[src/rtl/dhcp_led_status.sv]
// rtl/dhcp_led_status.sv - link/DHCP progress tracker driving the LED flasher control triple
module dhcp_led_status #(
    parameter logic [7:0]  DIV_SLOW       = 8'd200,
    parameter logic [7:0]  DIV_FAST       = 8'd50,
    parameter logic [7:0]  DIV_FAULT      = 8'd10,
    parameter logic [7:0]  DIV_ACT        = 8'd25,
    parameter logic [31:0] TIMEOUT_CYCLES = 32'd125000000,
    parameter logic [31:0] FAULT_HOLD     = 32'd250000000,
    parameter logic [23:0] ACT_CYCLES     = 24'd6250000
) (
    input  logic       i_clk,
    input  logic       i_rst_n,
    input  logic       i_link_up,
    input  logic       i_dhcp_discover,
    input  logic       i_dhcp_offer,
    input  logic       i_dhcp_ack,
    input  logic       i_dhcp_nak,
    input  logic       i_lease_expire,
    input  logic       i_rx_pkt,
    output logic       o_led_on,
    output logic       o_led_flash,
    output logic [7:0] o_divider,
    output logic [2:0] o_state,
    output logic       o_timeout
);

    typedef enum logic [2:0] {
        S_LINK_DOWN  = 3'd0,
        S_IDLE       = 3'd1,
        S_SELECTING  = 3'd2,
        S_REQUESTING = 3'd3,
        S_BOUND      = 3'd4,
        S_FAULT      = 3'd5
    } state_e;

    state_e      state_q, state_d;
    logic [31:0] tmo_cnt_q, tmo_cnt_d;
    logic [31:0] fault_cnt_q, fault_cnt_d;
    logic [23:0] act_cnt_q, act_cnt_d;
    logic        act_flag_q, act_flag_d;
    logic        led_on_q, led_on_d;
    logic        led_flash_q, led_flash_d;
    logic [7:0]  divider_q, divider_d;
    logic        timeout_q, timeout_d;
    logic        in_neg_q, in_neg_d;

    always_comb begin
        state_d   = state_q;
        timeout_d = 1'b0;
        in_neg_q  = (state_q == S_SELECTING) || (state_q == S_REQUESTING);

        // Priority chain: earlier branches win when events coincide.
        if (!i_link_up || (state_q > S_FAULT)) begin
            state_d = S_LINK_DOWN;
        end else if (state_q == S_LINK_DOWN) begin
            state_d = S_IDLE;
        end else if ((state_q == S_BOUND) && i_lease_expire) begin
            state_d = S_IDLE;
        end else if (((state_q == S_REQUESTING) || (state_q == S_BOUND)) && i_dhcp_nak) begin
            state_d = S_FAULT;
        end else if ((state_q == S_REQUESTING) && i_dhcp_ack) begin
            state_d = S_BOUND;
        end else if ((state_q == S_SELECTING) && i_dhcp_offer) begin
            state_d = S_REQUESTING;
        end else if (((state_q == S_IDLE) || (state_q == S_FAULT)) && i_dhcp_discover) begin
            state_d = S_SELECTING;
        end else if (in_neg_q && (tmo_cnt_q == TIMEOUT_CYCLES - 32'd1)) begin
            state_d   = S_FAULT;
            timeout_d = 1'b1;
        end else if ((state_q == S_FAULT) && (fault_cnt_q == FAULT_HOLD - 32'd1)) begin
            state_d = S_IDLE;
        end

        // One timeout budget spans SELECTING and REQUESTING together.
        in_neg_d = (state_d == S_SELECTING) || (state_d == S_REQUESTING);
        if (in_neg_d && !((state_d == S_SELECTING) && (state_q != S_SELECTING))) begin
            tmo_cnt_d = tmo_cnt_q + 32'd1;
        end else begin
            tmo_cnt_d = 32'd0;
        end

        if ((state_d == S_FAULT) && (state_q == S_FAULT)) begin
            fault_cnt_d = (fault_cnt_q == 32'hFFFF_FFFF) ? fault_cnt_q : fault_cnt_q + 32'd1;
        end else begin
            fault_cnt_d = 32'd0;
        end

        act_cnt_d  = act_cnt_q;
        act_flag_d = act_flag_q;
        if ((state_d != S_BOUND) || (state_q != S_BOUND)) begin
            act_cnt_d  = 24'd0;
            act_flag_d = 1'b0;
        end else if (i_rx_pkt) begin
            act_cnt_d  = ACT_CYCLES - 24'd1;
            act_flag_d = 1'b1;
        end else if (act_flag_q) begin
            if (act_cnt_q == 24'd0) begin
                act_flag_d = 1'b0;
            end else begin
                act_cnt_d = act_cnt_q - 24'd1;
            end
        end

        // Divider holds its last value whenever the LED is not flashing.
        led_on_d    = (state_d != S_LINK_DOWN);
        led_flash_d = 1'b0;
        divider_d   = divider_q;
        case (state_d)
            S_IDLE: begin
                led_flash_d = 1'b1;
                divider_d   = DIV_SLOW;
            end
            S_SELECTING, S_REQUESTING: begin
                led_flash_d = 1'b1;
                divider_d   = DIV_FAST;
            end
            S_BOUND: begin
                if (act_flag_d) begin
                    led_flash_d = 1'b1;
                    divider_d   = DIV_ACT;
                end
            end
            S_FAULT: begin
                led_flash_d = 1'b1;
                divider_d   = DIV_FAULT;
            end
            default: begin
                led_flash_d = 1'b0;
            end
        endcase
    end

    always_ff @(posedge i_clk or negedge i_rst_n) begin
        if (!i_rst_n) begin
            state_q     <= S_LINK_DOWN;
            tmo_cnt_q   <= 32'd0;
            fault_cnt_q <= 32'd0;
            act_cnt_q   <= 24'd0;
            act_flag_q  <= 1'b0;
            led_on_q    <= 1'b0;
            led_flash_q <= 1'b0;
            divider_q   <= DIV_SLOW;
            timeout_q   <= 1'b0;
        end else begin
            state_q     <= state_d;
            tmo_cnt_q   <= tmo_cnt_d;
            fault_cnt_q <= fault_cnt_d;
            act_cnt_q   <= act_cnt_d;
            act_flag_q  <= act_flag_d;
            led_on_q    <= led_on_d;
            led_flash_q <= led_flash_d;
            divider_q   <= divider_d;
            timeout_q   <= timeout_d;
        end
    end

    assign o_state     = state_q;
    assign o_led_on    = led_on_q;
    assign o_led_flash = led_flash_q;
    assign o_divider   = divider_q;
    assign o_timeout   = timeout_q;

endmodule

[config.mk]
export PLATFORM = sky130hd
export DESIGN_NAME = dhcp_led_status
export DESIGN_NICKNAME = d
export VERILOG_FILES = /design/src/rtl/dhcp_led_status.sv
export SDC_FILE = /design/constraint.sdc
export NUM_CORES = 1
export LEC_CHECK = 0
export BUFFER_PORTS_ARGS = -buffer_cell sky130_fd_sc_hd__buf_4
export CAP_MARGIN = 0
export CORE_ASPECT_RATIO = 0.75
export CORE_MARGIN = 4
export CORE_UTILIZATION = 29
export DETAILED_ROUTE_END_ITERATION = 12
export PLACE_DENSITY_LB_ADDON = 0.2
export SLEW_MARGIN = 20
export SYNTH_ARGS = -nofsm -noshare
export SYNTH_HDL_FRONTEND = slang
export SYNTH_SLANG_ARGS = --single-unit
[constraint.sdc]
create_clock -name i_clk -period 2.5 [get_ports i_clk]
set_clock_uncertainty 0.1 [all_clocks]
set_input_delay 0.125 -clock i_clk [delete_from_list [all_inputs] [get_ports i_clk]]
set_output_delay 0.125 -clock i_clk [all_outputs]
set_load 0.03 [all_outputs]
==> metrics.md, run 1 <==
| Metric | Value |
|---|---|
| Leading cell type in the layout, fill and taps excluded | `dfrtp_1` |
| FF-to-FF Start | `act_cnt_q[0]$_DFFE_PN0P_` |
| # fillers | `1939` |
| Slowest-stage cell, CP | `a211oi_2` |
| WL/cell | `~14 um` |
| Vias per cell | `4.756` |
| Global-route wire length before repair | `between 20 and 25 mm` |
| Period utilisation layout | `93.71%` |
| EDFF count, synth | `0` |
| Syn avg cell area | `9.946 um2` |
| Seq/Total Area, Yosys | `44.78%` |
| Final Setup Violations | `0` |
| Clock share of power | `43.1%` |
| Dominant cell type by area after synthesis | `dfrtp_1` |
| Relative slew slack | `59.81%` |
| Power per cell area | `slightly below 500 nW/um2` |
| Status | `completed` |
| CP delay by family, top | `compound AO/OA/AOI/OAI gates` |
| Leak | `2.458 nW` |
| # nets final | `617` |
| Sequential Power Share | `51.8%` |
| CTS tree | `built` |
| Main synth FF type | `dfrtp_1` |
| Post-Syn Area | `5649 um2` |
| Share of cells above drive strength 1 | `19.67%` |
| DRC | `0` |
| Finished Core Util | `34.49%` |
| Die area | `21800 um2` |
| Worst path cell trace | `inv_1 -> ha_1 -> nor2b_1 -> and4b_1 -> a211oi_2 -> nand2_1 -> o21a_1 -> o31a_1` |
| Max FO, Critical Path | `7` |
| CP Data Required Time | `2640 ps` |
| Clock Latency Late Sink | `between 300 and 400 ps` |
| Slew @ Worst Pin | `602.8 ps` |
| Max Cap Viol | `0` |
| Post-Synth Simple-Gate Area | `between 30% and 40%` |
| Post-CTS Setup Inserts | `0` |
| Crit path arrival time | `about 2500 ps` |
| Total CTS buffers | `9` |
| Fin crit period | `2343 ps` |
| Initial antenna violation count | `0` |
| Antenna viol nets, final | `0` |
| Layout area overhead | `14.97%` |
| Setup WS pre-CTS | `165.1 ps` |
| Critical path buffers and inverters | `1` |
| Largest net degree at the start of global routing | `44` |
| Slowest Stage Delay on Critical Path | `between 400 and 500 ps` |
| Top-area cell type share of the netlist area | `43.85%` |
| Compound-Gate Fraction of Synth Area | `under 10%` |
| Netlist cell types | `about 70` |
| CTS H-Tree Depth | `3` |
| Port bufs | `21` |
| Synth area leaders | `dfrtp_1 (44%), xor2_1 (6.2%), nor2_4 (6.0%)` |
| Remaining Overflow, GRT | `0` |
| Ports | `23` |
| Main combinational cell family by area after synthesis | `simple AND/OR/NAND/NOR gates` |
| Die H | `128.9 um` |
| Syn Nets | `580` |
| Critical path launch point | `act_cnt_q[0]$_DFFE_PN0P_` |
| Chip Width | `169.2 um` |
| Routability cong. | `approximately 0.8` |
| Clock root buffer master | `clkbuf_16` |
| Clk buf depth | `2` |
| Final worst setup slack | `around 160 ps` |
| FMAX | `0.4268 GHz` |
| Sw frac | `24.88%` |
| Synth Instances | `568` |
| Worst Hold Class | `in2reg` |
| Kind of critical path | `reg2reg` |
| Drt pass-1 iters | `4` |
| Num rows | `43` |
| Number of global-route vias before repair | `4069` |
| Synth Area in Adders | `0.6645%` |
| Overall global routing resource usage | `11.89%` |
| Mux cell area share after synthesis | `0.5316%` |
| Synthesis warning total | `0` |
| Final TNS setup | `0 ps` |
| Antenna diode count | `0` |
| Fraction of registers with async set/reset | `100.0%` |
| Hold Startpoint | `i_link_up` |
| Hold Vio Cnt, Final | `0` |
| Final slew viol count | `0` |
| Peak supply drop | `0.3022 mV` |
| Crit end category | `flop` |
| NetSw | `0.7930 mW` |
| DRT iter0 DRCs | `between 300 and 400` |
| P_int | `2.395 mW` |
| Vias post-DR | `4076` |
| Core area | `18830 um2` |
| Detailed Route WL | `12.18 mm` |
| DP HPWL | `8.733 mm` |
| XOR/XNOR Fraction of Synth Area | `12.09%` |
| Clk sinks | `slightly above 100` |
| Number of synthesized register bits | `101` |
| Initial core utilization | `between 30% and 40%` |
| Clk pin slew, worst setup/hold paths | `80 ps` |
| Most frequent cells in the layout | `dfrtp_1 (99), nor2_1 (69), nand2_1 (50)` |
| Comb power frac | `about 5.1%` |
| CP Launch Type | `flop` |
| Pwr Total | `3.188 mW` |
-- registers in the layout (all words and copies together), names as in the netlist --
name	count
tmo_cnt_q	32
o_timeout	1
o_state	3
act_cnt_q	24
fault_cnt_q	32
act_flag_q	1
o_led_flash	1
o_led_on	1
o_divider	6
-- worst reg2reg max path: cells and delay by family (launching register included) --
family | cells | cell delay [ps]
adder cells (fa/ha/maj) | 1 | 230
AND/OR/NAND/NOR | 3 | 580
flip-flops | 1 | 380
AO/OA/AOI/OAI | 3 | 890
buffers and inverters | 1 | 50
-- path summary, 6_finish.rpt --
| kind | depth (start not counted) | slack [ps] | end |
|---|---|---|---|
| hold reg to reg | 2 | 370 | o_divider[3]$_DFFE_PN1P_ |
| min in group asynchronous | 2 | 200 | tmo_cnt_q[18]$_DFF_PN0_ |
| setup / recovery | 8 | 160 | act_cnt_q[14]$_DFFE_PN0P_ |
| setup reg to reg | 8 | 160 | act_cnt_q[14]$_DFFE_PN0P_ |
| max in group asynchronous | 3 | 1390 | o_divider[3]$_DFFE_PN1P_ |
| hold / removal | 3 | 20 | o_led_on$_DFF_PN0_ |
-- cells in the mapped netlist (5+ instances only) --
cell and count:
nand3b_1 5, nand2_1 50, and4_1 5, and3_1 5, nor2_4 30, o21a_1 5, nand4_1 19, dfrtp_1 99
nor3_1 16, nor2_1 69, xor2_1 40, nor2b_1 6, clkbuf_1 5, nand3_1 34, inv_1 21, nor4_1 7
a21oi_1 18, buf_2 5, xnor2_1 38, or4_1 6
-- through the flow --
| step | instance area, um2 | std cells | hold WS [ps] |
|---|---|---|---|
| 2_1_floorplan | 5649 | 568 | -270.6 |
| 3_3_place_gp | 6177 | 839 | 78.06 |
| 3_5_place_dp | 6177 | 839 | 78.90 |
| 4_1_cts | 6481 | 857 | 13.88 |
| 5_1_grt | 6495 | 857 | 48.86 |
| 6_report | 6495 | 857 | 23.29 |
-- timing repair --
item / 4_1_cts / 5_1_grt
hold endpoints to repair: 47 / 0
hold buffers: 2 / 0
setup endpoints to repair: 0 / 14
gates resized for setup: 0 / 3
-- cells by family after synthesis --
group | after synthesis
compound gates | 50
buf+inv | 41
other cells | 1
flops | 101
mux | 3
xor+xnor | 78
fa+ha+maj | 3
simple gates | 291
-- power by group through the flow --
stage	clock, mW	combinational, mW	sequential (mW)
3_3_place_gp	0	0.165	1.68
3_5_place_dp	0	0.165	1.68
2_1_floorplan	0	0.0586	1.70
6_report	1.37	0.164	1.65
4_1_cts	1.43	0.168	1.65
5_1_grt	1.49	0.183	1.65
-- area by class of cell --
type / instances / area (um2) / area share (%)
tap: 247 / 309.0 / 4.758
clock inverter: 6 / 55.05 / 0.8476
inverter: 21 / 78.83 / 1.214
timing repair buffer: 46 / 412.9 / 6.357
multi-input combinational: 426 / 2880 / 44.35
clock buffer: 10 / 229.0 / 3.525
sequential: 101 / 2530 / 38.95
-- routing by layer --
metal / wire [um] / share of wire, % / GRT usage [%]
met4: 124 / 1.0 / 3.124
met5: 0 / 0 / 0
met3: 513 / 4.2 / 2.979
met2: 5109 / 42 / 17.10
met1: 6433 / 53 / 17.78
Note: power is estimated with default switching activity, not from simulation.
==> run 2: changes to the inputs <==
==> config.mk (replaced) <==
export PLATFORM = sky130hd
export DESIGN_NAME = dhcp_led_status
export DESIGN_NICKNAME = d
export VERILOG_FILES = /design/src/rtl/dhcp_led_status.sv
export SDC_FILE = /design/constraint.sdc
export NUM_CORES = 1
export LEC_CHECK = 0
export CAP_MARGIN = 0
export CORE_ASPECT_RATIO = 0.75
export CORE_MARGIN = 4
export CORE_UTILIZATION = 29
export DETAILED_ROUTE_END_ITERATION = 12
export DONT_BUFFER_PORTS = 1
export PLACE_DENSITY_LB_ADDON = 0.2
export SYNTH_ARGS = -nofsm -noshare
export SYNTH_HDL_FRONTEND = slang
export SYNTH_SLANG_ARGS = --single-unit
==> run 2 against run 1 <==
Against the previous run: largest power group unchanged; core utilization fell by 0.28 points; sequential power barely moved; the run now ends with negative hold slack left; clock-buffer cell count rose by 1; final area fell by 0.81%; critical path type unchanged; wire length rose by 1.1%; critical path depth fell by 1; die area did not move; setup slack got worse by 36 ps.
==> metrics.md, run 2 (synthesis gave the netlist of run 1 again) <==
| Metric | Value |
|---|---|
| DRT iter0 DRCs | `225 (-25%)` |
| Peak supply drop | `0.3267 mV (+8.1%)` |
| Clock root buffer master | `clkbuf_16` |
| Share of cells above drive strength 1 | `17.25% (-2.4 points)` |
| Worst path cell trace | `nor4_4 -> nand4_1 -> nor3_2 -> a21oi_2 -> or4_4 -> clkbuf_16 -> nor2_4` |
| Max Cap Viol | `0 (unchanged)` |
| Relative slew slack | `65.14% (+5.3 points)` |
| Antenna diode count | `0 (unchanged)` |
| Crit path arrival time | `2560 ps (+80 ps)` |
| Period utilisation layout | `95.14% (+1.4 points)` |
| Chip Width | `169.2 um (unchanged)` |
| Die H | `128.9 um (unchanged)` |
| Failing checks | `negative hold slack` |
| Largest net degree at the start of global routing | `102 (+130%)` |
| CTS Hold Buffers Added | `4 (+2)` |
| Final Setup Violations | `0 (unchanged)` |
| Initial core utilization | `30.00% (unchanged)` |
| Worst Hold Class | `in2async` |
| Vias per cell | `4.723 (-0.70%)` |
| Setup WS pre-CTS | `78.27 ps (-86.78 ps)` |
| Design area | `6442 um2 (-0.81%)` |
| Initial antenna violation count | `0 (unchanged)` |
| Number of global-route vias before repair | `4012 (-1.4%)` |
| Critical path buffers and inverters | `1 (unchanged)` |
| Most frequent cells in the layout | `dfrtp_1 (99), nor2_1 (69), nand2_1 (50)` |
| DRC | `0 (unchanged)` |
| Total CTS buffers | `9 (unchanged)` |
| # nets final | `604 (-2.1%)` |
| Final worst setup slack | `121.5 ps (-35.65 ps)` |
| Non-Filler Instances | `844 (-1.5%)` |
| Leak | `2.417 nW (-1.7%)` |
| Slowest-stage cell, CP | `or4_4` |
| Clk sinks | `101 (unchanged)` |
| Port bufs | `0 (-100%)` |
| FMAX | `0.4204 GHz (-1.5%)` |
| Vias post-DR | `3986 (-2.2%)` |
| Antenna viol nets, final | `0 (unchanged)` |
| Num rows | `43 (unchanged)` |
| Clk pin slew, worst setup/hold paths | `70 ps (about the same)` |
| Cell count after placement | `823 (-1.9%)` |
| CP Data Required Time | `2680 ps (+40 ps)` |
| CTS H-Tree Depth | `3 (unchanged)` |
| Slowest Stage Delay on Critical Path | `540 ps (+70 ps)` |
| Ports | `23 (unchanged)` |
| Detailed Route WL | `12.32 mm (+1.1%)` |
| Clock Latency Late Sink | `350 ps (about the same)` |
| Final TNS setup | `0 ps (unchanged)` |
| Power per cell area | `521.9 nW/um2 (+6.3%)` |
| Hold Vio Cnt, Final | `101 (+101)` |
| Die area | `21800 um2 (unchanged)` |
| Core area | `18830 um2 (unchanged)` |
| Leading cell type in the layout, fill and taps excluded | `dfrtp_1` |
| Global-route wire length before repair | `20.76 mm (-1.1%)` |
| Clk buf depth | `2 (unchanged)` |
| Remaining Overflow, GRT | `0 (unchanged)` |
| Max FO, Critical Path | `16 (+9)` |
| Kind of critical path | `reg2reg` |
| Slew @ Worst Pin | `522.8 ps (-80.01 ps)` |
| CP delay by family, top | `simple AND/OR/NAND/NOR gates` |
| Routability cong. | `0.7953 (-2.5%)` |
| Layout area overhead | `14.04%` |
| Overall global routing resource usage | `11.80% (-0.092 points)` |
| CP Launch Type | `flop` |
| Post-CTS Setup Inserts | `0 (unchanged)` |
| Hold Slack | `-628.4 ps (-651.7 ps)` |
| Fin crit period | `2378 ps (+35.65 ps)` |
| WL/cell | `14.60 um (+2.7%)` |
| CTS tree | `built` |
| Crit end category | `flop` |
| R2R Setup Slk | `120 ps (-40 ps)` |
| Final slew viol count | `0 (unchanged)` |
| DP HPWL | `8.560 mm (-2.0%)` |
| Status | `finished, violations left` |
| Area after DPL | `6020 um2 (-2.6%)` |
| Top Registers | `fault_cnt_q: 32 flops, tmo_cnt_q: 32 flops, act_cnt_q: 24 flops` |
| Drt pass-1 iters | `4 (unchanged)` |
| RSZ-0062 raised after global routing | `no` |
run 2: metal layers:
metal	share of wire, %	routed length, um	track usage (%)
met5	0	0	0
met4	1.5	180	3.691
met3	3.8	462	2.611
met2	43	5245	17.33
met1	52	6432	17.32
run 2: timing repair:
action,CTS,global route
endpoints found under the hold margin,112,101
gates resized for setup,0,3
endpoints found under the setup margin,0,13
run 2: report_power, final:
group          internal [mW]  leakage, nW  switching [mW]  total [mW]
registers               1.65         1.40          0.0268        1.67
clock network          0.986        0.164           0.623        1.61
logic                 0.0302        0.856          0.0518      0.0820
total                   2.66         2.42           0.701        3.36
run 2: metrics by stage:
step	power (mW)	util [%]
2_1_floorplan	1.762	-
3_3_place_gp	1.776	31.97
3_5_place_dp	1.776	31.97
4_1_cts	3.416	33.99
5_1_grt	3.496	34.21
6_report	3.362	34.21
run 2: cell type report:
cell class / count / area [um2]
multi-input combinational: 426 / 2877
inverter: 21 / 78.83
clock inverter: 5 / 107.6
sequential: 101 / 2530
tap: 247 / 309.0
timing repair buffer: 33 / 307.8
clock buffer: 11 / 232.7
fill: 1919 / 12390
run 2: final timing paths:
path / start / to / depth (start not counted)
setup / recovery: tmo_cnt_q[19]$_DFF_PN0_ / fault_cnt_q[9]$_DFFE_PN0P_ / 7
hold / removal: i_rst_n / tmo_cnt_q[0]$_DFF_PN0_ / 0
setup reg to reg: tmo_cnt_q[19]$_DFF_PN0_ / fault_cnt_q[9]$_DFFE_PN0P_ / 7
hold reg to reg: tmo_cnt_q[0]$_DFF_PN0_ / tmo_cnt_q[0]$_DFF_PN0_ / 1
max in group asynchronous: i_rst_n / o_divider[6]$_DFFE_PN1P_ / 0
min in group i_clk: i_link_up / act_flag_q$_DFF_PN0_ / 4
